[config.mk]
export PLATFORM = sky130hd
export DESIGN_NAME = aes_key_sched_ctrl
export DESIGN_NICKNAME = d
export VERILOG_FILES = /design/src/rtl/aes_key_sched_ctrl_pkg.sv /design/src/rtl/aes_key_sched_ctrl_rcon.sv /design/src/rtl/aes_key_sched_ctrl.sv
export SDC_FILE = /design/constraint.sdc
export NUM_CORES = 1
export LEC_CHECK = 0
export ABC_AREA = 1
export CORE_ASPECT_RATIO = 0.7
export CORE_MARGIN = 4
export CORE_UTILIZATION = 35
export CTS_BUF_LIST = sky130_fd_sc_hd__clkbuf_4 sky130_fd_sc_hd__clkbuf_8
export DETAILED_ROUTE_END_ITERATION = 10
export SLEW_MARGIN = 25
export SYNTH_ARGS = -nofsm -noshare
export SYNTH_HDL_FRONTEND = slang
export SYNTH_SLANG_ARGS = --single-unit
[constraint.sdc]
create_clock -name clk -period 1.7 [get_ports clk]
set_input_delay 0.255 -clock clk [delete_from_list [all_inputs] [get_ports clk]]
set_output_delay 0.255 -clock clk [all_outputs]
set_load 0.1 [all_outputs]
[src/rtl/aes_key_sched_ctrl_pkg.sv]
// Shared types and helpers for the AES-128 key-schedule controller.
//   aes_byte    : one AES byte (also the round-constant width)
//   rnd_idx_t   : round-key index 0..AES_NR
//   ks_state_e  : controller states
//   xtime()     : GF(2^8) multiply-by-two used to advance the round constant
package aes_key_sched_ctrl_pkg;

    typedef logic [7:0] aes_byte;
    typedef logic [3:0] rnd_idx_t;

    localparam int      AES_NR    = 10;
    localparam aes_byte RCON_INIT = 8'h01;

    typedef enum logic [2:0] {
        KS_IDLE    = 3'd0,
        KS_RK0     = 3'd1,
        KS_STEP    = 3'd2,
        KS_PRESENT = 3'd3,
        KS_DONE    = 3'd4
    } ks_state_e;

    // Multiply by x in GF(2^8) with the AES reduction polynomial.
    function automatic aes_byte xtime(input aes_byte b);
        aes_byte shifted;
        shifted = {b[6:0], 1'b0};
        if (b[7]) begin
            xtime = shifted ^ 8'h1B;
        end else begin
            xtime = shifted;
        end
    endfunction

endpackage

[src/rtl/aes_key_sched_ctrl_rcon.sv]
// Round-constant register for the key-schedule controller.
// Ports:
//   clk, nrst : clock, synchronous active-low reset
//   load_i    : reload the register with RCON_INIT_VAL
//   adv_i     : advance the register by xtime (ignored when load_i is high)
//   rcon_o    : current round constant
module aes_rcon_gen
    import aes_key_sched_ctrl_pkg::*;
#(
    parameter aes_byte RCON_INIT_VAL = 8'h01
) (
    input  logic    clk,
    input  logic    nrst,
    input  logic    load_i,
    input  logic    adv_i,
    output aes_byte rcon_o
);

    aes_byte rcon_q;

    // Round-constant register: reset/load to the initial value, or step by xtime.
    always_ff @(posedge clk) begin
        if (!nrst) begin
            rcon_q <= RCON_INIT_VAL;
        end else if (load_i) begin
            rcon_q <= RCON_INIT_VAL;
        end else if (adv_i) begin
            rcon_q <= xtime(rcon_q);
        end else begin
            rcon_q <= rcon_q;
        end
    end

    assign rcon_o = rcon_q;

endmodule

[src/rtl/aes_key_sched_ctrl.sv]
// Sequencer for the AES-128 key-generation datapath. Steps the key generator
// one round per STEP cycle and presents each round key 0..NUM_ROUNDS to the
// cipher core with a valid/ready handshake, stalling while the consumer is busy.
// Ports:
//   clk, nrst         : clock, synchronous active-low reset
//   start, abort      : begin a schedule (IDLE only) / cancel it
//   busy, done        : activity flag / one-cycle completion pulse
//   kg_en, kg_gen_key : key-generator step strobe and rcon-select
//   kg_next_rnd       : 0 = expand from cipher key, 1 = from registered key
//   kg_rcon           : round constant for the current step
//   rk_valid/rk_ready : round-key handshake; rk_idx/rk_is_init describe the key
// All outputs are decodes of registered state only.
module aes_key_sched_ctrl
    import aes_key_sched_ctrl_pkg::*;
#(
    parameter int          NUM_ROUNDS = 10,
    parameter logic [7:0]  RCON_INIT  = 8'h01
) (
    input  logic       clk,
    input  logic       nrst,
    input  logic       start,
    input  logic       abort,
    output logic       busy,
    output logic       done,
    output logic       kg_en,
    output logic       kg_gen_key,
    output logic       kg_next_rnd,
    output logic [7:0] kg_rcon,
    output logic       rk_valid,
    input  logic       rk_ready,
    output logic [3:0] rk_idx,
    output logic       rk_is_init
);

    ks_state_e state_q, state_d;
    rnd_idx_t  cnt_q, cnt_d;
    logic      rcon_load_s;
    logic      rcon_adv_s;
    aes_byte   rcon_s;

    aes_rcon_gen #(
        .RCON_INIT_VAL (RCON_INIT)
    ) u_rcon (
        .clk    (clk),
        .nrst   (nrst),
        .load_i (rcon_load_s),
        .adv_i  (rcon_adv_s),
        .rcon_o (rcon_s)
    );

    // State and round-counter registers.
    always_ff @(posedge clk) begin
        if (!nrst) begin
            state_q <= KS_IDLE;
            cnt_q   <= 4'd0;
        end else begin
            state_q <= state_d;
            cnt_q   <= cnt_d;
        end
    end

    // Next-state logic; abort overrides every transition out of a busy state.
    always_comb begin
        state_d     = state_q;
        cnt_d       = cnt_q;
        rcon_load_s = 1'b0;
        rcon_adv_s  = 1'b0;
        case (state_q)
            KS_IDLE: begin
                if (start && !abort) begin
                    state_d     = KS_RK0;
                    cnt_d       = 4'd0;
                    rcon_load_s = 1'b1;
                end else begin
                    state_d = KS_IDLE;
                end
            end
            KS_RK0: begin
                if (abort) begin
                    state_d = KS_IDLE;
                end else if (rk_ready) begin
                    state_d = KS_STEP;
                    cnt_d   = 4'd1;
                end else begin
                    state_d = KS_RK0;
                end
            end
            KS_STEP: begin
                if (abort) begin
                    state_d = KS_IDLE;
                end else begin
                    state_d = KS_PRESENT;
                end
            end
            KS_PRESENT: begin
                if (abort) begin
                    state_d = KS_IDLE;
                end else if (rk_ready) begin
                    if (cnt_q == rnd_idx_t'(NUM_ROUNDS)) begin
                        state_d = KS_DONE;
                    end else begin
                        state_d    = KS_STEP;
                        cnt_d      = cnt_q + 4'd1;
                        rcon_adv_s = 1'b1;
                    end
                end else begin
                    state_d = KS_PRESENT;
                end
            end
            KS_DONE: begin
                state_d = KS_IDLE;
            end
            default: begin
                state_d = KS_IDLE;
            end
        endcase
    end

    // Output decode from the registered state, counter and round constant.
    always_comb begin
        busy        = 1'b0;
        done        = 1'b0;
        kg_en       = 1'b0;
        kg_gen_key  = 1'b0;
        kg_next_rnd = 1'b0;
        kg_rcon     = 8'h00;
        rk_valid    = 1'b0;
        rk_idx      = 4'd0;
        rk_is_init  = 1'b0;
        case (state_q)
            KS_IDLE: begin
                busy = 1'b0;
            end
            KS_RK0: begin
                busy       = 1'b1;
                rk_valid   = 1'b1;
                rk_is_init = 1'b1;
            end
            KS_STEP: begin
                busy        = 1'b1;
                kg_en       = 1'b1;
                kg_gen_key  = 1'b1;
                kg_rcon     = rcon_s;
                // Round 1 expands straight from the cipher-key input.
                kg_next_rnd = (cnt_q != 4'd1);
            end
            KS_PRESENT: begin
                busy     = 1'b1;
                rk_valid = 1'b1;
                rk_idx   = cnt_q;
            end
            KS_DONE: begin
                busy = 1'b1;
                done = 1'b1;
            end
            default: begin
                busy = 1'b0;
            end
        endcase
    end

endmodule

Word level (Yosys, flattened, before mapping)
Index checks and enable logic that the tools add are counted.
Storage, ports and cells
  RAM bits: 0
  bits in latches: 0
  bits in read-only memories: 0
  word-level logic and storage cells: 56
  memories kept: 0
  input bits: 5
  output and inout port bits: 19
  bits in registers: 15
Cells by class
  shift operators: 0
  add/sub/neg operators: 1
  eq/ne operators: 12
  bitwise gates (word level): 2
  reduce and logical (&&, ||, !) cells: 8
  $mul: 0
  mux-type cells: 30
  divide/modulo/power cells: 0
  $lt $le $gt $ge: 0
Operators with widths (count)
  $mux W4: 7
  $mux W1: 13
  $ne A2 B2 Y1 const B: 6
  $pmux W3 S4: 1
  $pmux W4 S3: 1
  $mux W3: 3
  $mux W8: 1
  $reduce_and A7 Y1: 1
  $eq A3 B2 Y1 const B: 2
  $mux W2: 3
  $mux W5: 1
  $add A4 B1 Y4 const B: 1
  $eq A4 B4 Y1 const B: 1
  $ne A4 B1 Y1 const B: 1
  $not A4 Y4: 1
  $reduce_or A2 Y1: 2
  $reduce_or A4 Y1: 1
  $eq A3 B1 Y1 const B: 1
  $eq A3 B3 Y1 const B: 1
  $logic_not A3 Y1: 1
  $reduce_bool A3 Y1: 1
  $logic_and A1 B1 Y1: 1
  $logic_not A1 Y1: 1
  $not A1 Y1: 1

Longest topological paths before layout
Gate-level depths: netlist of the first run.
  depth after elaboration: 5
  mapped depth: 9
  gate-level depth less buffers: 9

Modules after synthesis
Synthesis of the first run repeated with hierarchy kept, for this count alone.
Unflattened totals
  cell total of the unflattened synthesis: 165
  area total of the unflattened synthesis: 991.0 sq um
Modules (own cells, without submodules)
  aes_key_sched_ctrl: cells each 113, sequential area each 140.1 sq um, area each 638.1 sq um, instances 1
  aes_rcon_gen: cells each 52, sequential area each 160.2 sq um, area each 352.8 sq um, instances 1

Least setup slack after synthesis of the first run
Ideal clock, no wire load.
  path type: reg-to-output
  start: reg state_q[1]
  end: out kg_next_rnd
  buffers on the path: 0
  slack: -2290 ps
  cell stages (with the launch flop): 5
  arrival: 3735 ps
  required time: 1445 ps
  path through: dfxtp_1 nand2_1 nor2_1 inv_2 a31oi_1
On the way
  longest elaborated chain between the ends: 2
RTL lines
  from (decl): line aes_key_sched_ctrl.sv:35  | ks_state_e state_q, state_d;
  from (signal assigned): line aes_key_sched_ctrl.sv:57  | state_q <= state_d;
  $eq A3 B2 Y1: line aes_key_sched_ctrl.sv:130  | case (state_q)
  $mux W1: line aes_key_sched_ctrl.sv:130
  to (decl): line aes_key_sched_ctrl.sv:27  | output logic kg_next_rnd,
No other way between the ends.

Worst setup path after layout of the first run
  start: reg state_q[0]
  end: out kg_next_rnd
Same word-level chain as after synthesis.

==> results.txt, run 1 <==
- CTS root buf: sky130_fd_sc_hd__clkbuf_8
- Gr busiest metal: met2
- Synthesis produced 132 cells.
- Along the worst path, the maximum fanout reaches 5.
* Number of optimization iterations in the first detailed-route pass: 4
* Count of standard-cell rows: 15
- In this run the power spent charging and discharging nets is about 0.00025 W.
- The synthesized design contains 0 enable-type register cells.
* Top cells by area, synth: sky130_fd_sc_hd__dfxtp_1, sky130_fd_sc_hd__nor2_1, sky130_fd_sc_hd__nand2_1, sky130_fd_sc_hd__inv_1, sky130_fd_sc_hd__a21oi_1
* Synthesis-stage register bit count: 15
* Total global-route track usage: between 10% and 20%
* Leakage: 0.647 nW
- Number of global-route vias before repair: 920
* Actual slew at the worst max-slew pin: 0.282 ns
* Routed WL per cell: around 12 µm
- Met3 demand-to-capacity share in global routing: 5.11%
- For this run, the leading register cell type out of synthesis is sky130_fd_sc_hd__dfxtp_1.
- The number of buffers and inverters on the critical path is 3.
- The tool flagged a number of max-cap violations equal to 0.
* Final Setup Violations: 0
* Worst clock skew on the final layout: 0.00308 ns
- Power after layout: around 0.00085 W
* H-tree depth: 1
- Cell-internal power: 0.000605 W
- Post-synth top cells: sky130_fd_sc_hd__nor2_1, sky130_fd_sc_hd__nand2_1, sky130_fd_sc_hd__inv_1
- Final number of hold-violating endpoints: 0
* Routed Antenna Nets: 0
- Delay of the slowest cell on the worst path: roughly 0.36 ns
- Initial core utilization: 37.0%
* Area share of the largest cell type after synthesis: about a third
- By startpoint and endpoint, the worst setup path is classified as register to output port.
- Final critical-path required period: about 1.7 ns
- After synthesis, the mean cell area works out to about 7.0 µm².
* Total gr overflow: 0
- Sequential cells account for ~43% of the total power.
- Traced cell by cell, the critical path runs through inv_4, nand2_4, nor2_4, clkinv_8, a31oi_4, buf_12.
* Total vias in the final route: around 900
- The longest clock path from root to sink contains 2 buffers.
- Final period utilization: between 90% and 100%
- Synthesis produced a netlist with a net count of 140.
- The HPWL after detailed placement is a little under 2000 µm.
- TritonCTS created 3 clock buffers.
* Final Non-Filler Cells: 200
* Floorplan die area: 0.00354 mm²
- Combinational logic is responsible for a little over a fifth of the overall power.
- Hold repair after CTS inserted 0 buffers.
* Final slew viol count: 0
- Clock-pin slew was measured on the worst setup and hold paths at 0.06 ns.
- In this run the horizontal extent of the chip is just under 70 µm.
- At the end of routability-driven placement, the weighted congestion stood at a little under 0.8.
- Power spread over the standard cell area amounts to slightly above 500 mW/mm².
- Remaining DRCs: 0
* Slowest stage cell, crit path: sky130_fd_sc_hd__dfxtp_4
- Outcome: complete, no violations
* GRT met1 Usage: 19.4%
- Among cell families on the critical path, the largest total delay comes from buffers and inverters.
- For this block, the initial DRC count from the detailed router was 32.
- IR analysis of the VDD net gives a maximum drop of ~0.42 mV.
- Initial antenna violation count: 0
* Count of inserted antenna diode cells: 0
* Clock insertion delay at the later pin of the skew report: 0.24 ns
- Net switching is between 20 and 30% of the power.
- Of all flip-flops after synthesis, the portion carrying an async set or reset was 0%.
- In the final layout, the multi-input gates occupy roughly 650 µm².
- After synthesis, the netlist uses 23 different library cells.
* Top-count cell post-synth: sky130_fd_sc_hd__nor2_1
* Share of layout cells above drive strength 1: approximately 40%
- Measured against its own limit, the worst slew margin works out to about four fifths.
- The first global-routing pass estimated 4210 µm of wire.
- Based on the critical path, the design can be clocked at up to 0.597 GHz.
* IO buf count: 23
- Number of nets at the end of the flow: approximately 180
- In the routed layout, each cell is associated on average with a via count of 4.61.
- Total core area: about 0.0025 mm²
- The synthesized netlist occupies a cell area of roughly 920 µm².
- The worst setup path is captured at an output port.
* Req. time, crit path: approximately 1.4 ns
- The clock net in this run drives a total of 15 sinks.
- The layout has approximately 200 filler cells.
- 24 I/O pins were placed.
* Cell type contributing the most total cell area after synthesis: sky130_fd_sc_hd__dfxtp_1
- For this run, the number of Yosys warnings is 0.
- CTS tree: yes
- Seq/Total Area, Yosys: between 30 and 40%
- Summed over all layers, the routed wires come to 2440 µm.
* Register area: a little over 300 µm²
- Placed insts: between 150 and 200
- For the worst setup path, the data arrival time is between 1 and 1.5 ns.
- In this run the worst hold path is classified as register to register.
* Layout Area Growth over Synthesis: 79.3%
- Measured along the y axis, the die boundary spans ~51 µm.
* M2 GR Usage: a little under a quarter
- Entering global routing, the biggest net connects 17 pins.
- STA classifies the critical path startpoint as a register.
- Of the total power, the clock network draws between 30% and 40%.
-- final cells by class --
type	instances	area share (%)
multi-input combinational	92	39.1
timing repair buffer	31	29.8
sequential	15	18.8
inverter	23	6.27
clock buffer	4	2.95
tap	34	2.57
timing repair inverter	1	0.529
-- stage by stage --
stage               setup slack [ns]  util [%]  setup TNS [ns]  area [µm²]  hold slack (ns)
floorplan                     -0.650         -           -4.22        1060            0.353
global placement               0.168      60.9               0        1520            0.507
detailed placement             0.126      60.9               0        1520            0.507
CTS                          0.00128      63.0               0        1570            0.520
global route                 -0.0270      66.3         -0.0833        1660            0.554
finish                        0.0257      66.3               0        1660            0.523
-- cells by family (layout without fill, tap and decap cells) --
family	Yosys count	in the layout	share of synthesized area (%)
simple gates	64	64	35.4
buf+inv	25	59	11.4
compound gates	21	21	12.9
flops	15	15	32.5
xor+xnor	4	4	3.79
fa+ha+maj	3	3	4.07
-- cell usage in the layout (no fill, tap or decap), types with 2 or more instances in the layout --
cell type,synthesis,routed
sky130_fd_sc_hd__nor2_2,0,2
sky130_fd_sc_hd__o21ai_1,2,2
sky130_fd_sc_hd__a21oi_1,9,9
sky130_fd_sc_hd__a21oi_2,2,2
sky130_fd_sc_hd__buf_12,0,20
sky130_fd_sc_hd__clkdlybuf4s50_1,0,4
sky130_fd_sc_hd__buf_4,1,7
sky130_fd_sc_hd__xor2_1,4,4
sky130_fd_sc_hd__nand2_1,20,19
sky130_fd_sc_hd__nand3_4,2,2
sky130_fd_sc_hd__nand4_1,2,2
sky130_fd_sc_hd__o21ai_0,5,5
sky130_fd_sc_hd__nand2_2,3,3
sky130_fd_sc_hd__nor2_4,2,14
sky130_fd_sc_hd__inv_4,0,2
sky130_fd_sc_hd__nor2_1,24,10
sky130_fd_sc_hd__clkbuf_8,0,3
sky130_fd_sc_hd__ha_1,3,3
sky130_fd_sc_hd__inv_1,19,19
sky130_fd_sc_hd__nand3_1,7,7
sky130_fd_sc_hd__dfxtp_1,15,12
sky130_fd_sc_hd__dfxtp_4,0,3
-- sequential cells by signal (all words and copies together), names as in the netlist --
register	flops
u_rcon.rcon_o	8
cnt_q	4
state_q	3
-- worst min-delay path, delay by kind of cell (launching register included) --
family / cells / cell delay [ns]
AOI/OAI and AO/OA: 1 / 0.05
and+or+nand+nor: 1 / 0.08
DFF: 1 / 0.35
-- worst paths after layout --
check                  start                to  slack [ns]  depth (start not counted)
setup / recovery  state_q[0]       kg_next_rnd        0.03                          6
hold reg to reg     cnt_q[2]          cnt_q[2]        0.52                          2
hold / removal      cnt_q[2]          cnt_q[2]        0.52                          2
setup reg to reg    cnt_q[0]  u_rcon.rcon_o[5]        0.19                          6
-- power groups by stage --
stage | logic [W] | clock network [W] | registers, W
after floorplan | 0.000119 | 0 | 0.000376
after global placement | 0.000169 | 0 | 0.000378
after detailed placement | 0.000174 | 0 | 0.000379
after CTS | 0.000175 | 0.000306 | 0.000370
after global routing | 0.000201 | 0.000326 | 0.000369
final | 0.000186 | 0.000298 | 0.000368
-- what timing repair did --
action / 4_1_cts / 5_1_grt
pin swaps: 0 / 1
gates resized for setup: 2 / 5
gates cloned: 0 / 1
endpoints found under the hold margin: 0 / 0
buffers inserted: 0 / 6
setup endpoints to repair: 2 / 2
-- layer usage --
metal  routed length, µm  up-vias
met5                   0        -
met4                   0        0
met3                 104        0
met2                1110       16
met1                1230      421
li1                    -      485
(Power assumes the default switching activity.)
==> run 2, diff against run 1 <==
--- a/config.mk
+++ b/config.mk
@@ -6,7 +6,7 @@
 export NUM_CORES = 1
 export LEC_CHECK = 0
 export ABC_AREA = 1
-export CORE_ASPECT_RATIO = 0.7
+export CORE_ASPECT_RATIO = 2
 export CORE_MARGIN = 4
 export CORE_UTILIZATION = 35
 export CTS_BUF_LIST = sky130_fd_sc_hd__clkbuf_4 sky130_fd_sc_hd__clkbuf_8
@@ -15,3 +15,4 @@
 export SYNTH_ARGS = -nofsm -noshare
 export SYNTH_HDL_FRONTEND = slang
 export SYNTH_SLANG_ARGS = --single-unit
+export TNS_END_PERCENT = 5
==> run 2 against run 1 <==
  * Worst setup slack better by 0.025 ns
  * Sequential power hardly changed
  * Clock-buffer cell count stayed put
  * Global-route usage is 0.22 points lower
  * Non-clock buffer count is 6 lower
  * Hold slack worse by 0.0011 ns
  * Routed wire length is 7.9% lower
  * Highest routed layer is now met4
  * Core utilization is 5.7 points lower
==> results.txt, run 2 (synthesized netlist as in run 1, its figures left out) <==
* Outcome: complete, no violations (unchanged)
- Delay of the slowest cell on the worst path: 0.37 ns (was 0.36 ns)
* Worst setup slack after layout: 0.0506 ns (was 0.0257 ns)
- The total negative setup slack came to 0 ns (unchanged).
- The number of nets in the finished design was 168 (was 175).
* Layout Area Growth over Synthesis: 66.7% (was 79.3%)
- IO buf count: 23 (unchanged)
* Instance area at placement: 0.00148 mm² (was 0.00152 mm²)
- Final slew viol count: 0 (unchanged)
- Hold path endpoint: u_rcon.rcon_o[6] (was cnt_q[2])
* Total vias in the final route: 904 (was 922)
- CP bufs+invs: 3 (unchanged)
- The element type at the critical path start is a register (unchanged).
- The detailed placer's ending HPWL is 1930 µm (about the same).
- H-tree depth: 1 (unchanged)
* Data arrival time of the critical path: 1.39 ns (was 1.42 ns)
- Launch instance of the worst min-delay path: u_rcon.rcon_o[6] (was cnt_q[2])
- RSZ-0062 raised after global routing: yes
- The worst slack after detailed placement came to 0.0914 ns (was 0.126 ns).
- Total gr overflow: 0 (unchanged)
* Hold-fix buffer count after cts: 0 (unchanged)
* Number of optimization iterations in the first detailed-route pass: 4 (unchanged)
- IR Drop Worst-Case VDD: 0.598 mV (was 0.425 mV)
- Type of destination of the critical path: output port (unchanged)
* Cells along the critical path: inv_2, nand2_1, nor2_4, inv_8, a31oi_4, buf_12 (was inv_4, nand2_4, nor2_4, clkinv_8, a31oi_4, buf_12)
- The buffer levels on the longest clock path came to 2 (unchanged).
- Design Area, Final: 0.00154 mm² (was 0.00166 mm²)
* Total detailed-routing wirelength: 2250 µm (was 2440 µm)
* Peak clock frequency supported by timing: 0.606 GHz (was 0.597 GHz)
* Floorplan die area: 0.00357 mm² (was 0.00354 mm²)
- Slowest stage cell, crit path: sky130_fd_sc_hd__dfxtp_4 (unchanged)
- The initial antenna violation count came to 0 (unchanged).
* Vert. Die Dim: 80.6 µm (was 51.0 µm)
* IO Pins: 24 (unchanged)
- The critical path required time came to 1.44 ns (about the same).
- Final critical-path required period: 1.65 ns (was 1.67 ns)
* Routed Antenna Nets: 0 (unchanged)
- Actual slew at the worst max-slew pin: 0.251 ns (was 0.282 ns)
- Final weighted congestion in routability-driven placement: 0.968 (was 0.792)
- Count of inserted antenna diode cells: 0 (unchanged)
* Leakage: 0.608 nW (was 0.647 nW)
- Final Setup Violations: 0 (unchanged)
* Flop-to-flop setup slack: 0.18 ns (was 0.19 ns)
- RR Startpoint: cnt_q[0] (unchanged)
- Final number of hold-violating endpoints: 0 (unchanged)
* Initial core utilization: 36.4% (was 37.0%)
* Type of the setup path with the least slack: register to output port (unchanged)
- The top fanout value on the critical path was 10 (was 5).
- Clock buffers created by TritonCTS: 3 (unchanged)
- The clock tree from TritonCTS is yes (unchanged).
- The largest net degree at the start of global routing is 17 (unchanged).
* Detail-routed via count per cell: 4.83 (was 4.61)
- Detailed router's first-iteration violation count: 8 (was 32)
* Clock insertion delay at the later pin of the skew report: 0.24 ns (about the same)
* Commonest non-fill, non-tap cells in the layout: sky130_fd_sc_hd__nand2_1, sky130_fd_sc_hd__inv_1, sky130_fd_sc_hd__buf_12 (was sky130_fd_sc_hd__buf_12, sky130_fd_sc_hd__nand2_1, sky130_fd_sc_hd__inv_1)
- Total global-route track usage: 14.5% (was 14.7%)
- Slew Limit Headroom: 83.2% (was 81.2%)
* Launch point of the critical path: state_q[0] (unchanged)
* Routed WL per cell: 12.0 µm (was 12.2 µm)
- Cell count of the worst hold path: 2 (unchanged)
* Worst clock skew on the final layout: 0.00137 ns (was 0.00308 ns)
- The clock tree root driver cell was sky130_fd_sc_hd__clkbuf_8 (unchanged).
* Total of max-cap violations: 0 (unchanged)
- The number of cell instances on the worst register-to-register path is 6 (unchanged).
- Die span in x: 44.3 µm (was 69.4 µm)
* Cell family with most CP delay: flip-flops (was buffers and inverters)
- Total core area: 0.00254 mm² (was 0.00250 mm²)
- The final hold slack came to 0.522 ns (was 0.523 ns).
- Type of the worst min-delay path: register to register (unchanged)
- Count of standard-cell rows: 26 (was 15)
- The fraction of the cycle the final worst path needs was 97.0% (was 98.5%).
- Cell Pwr Density: 539 mW/mm² (was 514 mW/mm²)
* CTS clk-pin slew, worst paths: 0.05 ns (was 0.06 ns)
- The number of flip-flops under the largest register name was 8 (unchanged).
- Number of global-route vias before repair: 918 (was 920)
- The wire length of the first global-routing pass is 3840 µm (was 4210 µm).
* Endpoint of the worst-slack reg-to-reg timing path: u_rcon.rcon_o[1] (was u_rcon.rcon_o[5])
- TritonCTS Sinks: 15 (unchanged)
* Final core utilization: 60.7% (was 66.3%)
- Remaining DRCs: 0 (unchanged)
- The fraction of final layout cells with drive strength greater than 1 is 34.0% (was 40.4%).
- Most common library cell in the layout ignoring fill and taps: sky130_fd_sc_hd__nand2_1 (was sky130_fd_sc_hd__buf_12)
run 2: changes by cell type in the layout (fill, tap and decap cells not counted), moves of 2 or more:
cell	change
sky130_fd_sc_hd__nor2_1	+5
sky130_fd_sc_hd__nor2_2	-2
sky130_fd_sc_hd__nor2_4	-3
sky130_fd_sc_hd__buf_4	-5
run 2: layer usage:
metal | vias up | track usage [%] | wire length [µm]
met3 | 8 | 1.79 | 87
li1 | 468 | - | -
met4 | 0 | 9.97 | 90
met1 | 406 | 13.4 | 732
met2 | 22 | 27.2 | 1340
met5 | - | 0 | 0
run 2: tightest hold or removal path, cell delays in order, from the launching register on:
cell and delay, ns:
sky130_fd_sc_hd__dfxtp_1 0.30, sky130_fd_sc_hd__inv_1 0.10, sky130_fd_sc_hd__a21oi_1 0.07
run 2: layout make-up:
class / instances / area (µm²)
fillers: 236 / 998
repair buffers: 25 / 435
multi-input cells: 92 / 612
flip-flops and latches: 15 / 312
clock buffers: 4 / 48.8
well taps: 28 / 35.0
inverters: 23 / 96.3
run 2: what timing repair did:
action                     CTS  global route
resized for setup            2             1
pin swaps                    0             1
buffers inserted             0             1
setup endpoints to repair    2             2
run 2: where the power goes:
group	switching (W)	internal [W]	total (W)
sequential	0.0000121	0.000357	0.000369
clock	0.000112	0.000182	0.000293
combinational	0.000109	0.0000585	0.000167
total	0.000233	0.000597	0.000830
run 2: how the worst max path moves through the flow:
| stage | end | cells after the start |
|---|---|---|
| CTS | kg_next_rnd | 6 |
| floorplan | busy | 3 |
| global placement | cnt_q[1] | 8 |
| detailed placement | cnt_q[1] | 8 |
| finish | kg_next_rnd | 6 |
| global route | kg_next_rnd | 6 |
run 2: stage by stage:
step / total power, W / cells
2_1_floorplan: 0.000491 / 132
5_1_grt: 0.000874 / 187
4_1_cts: 0.000842 / 186
3_3_place_gp: 0.000542 / 182
6_report: 0.000830 / 187
3_5_place_dp: 0.000546 / 182
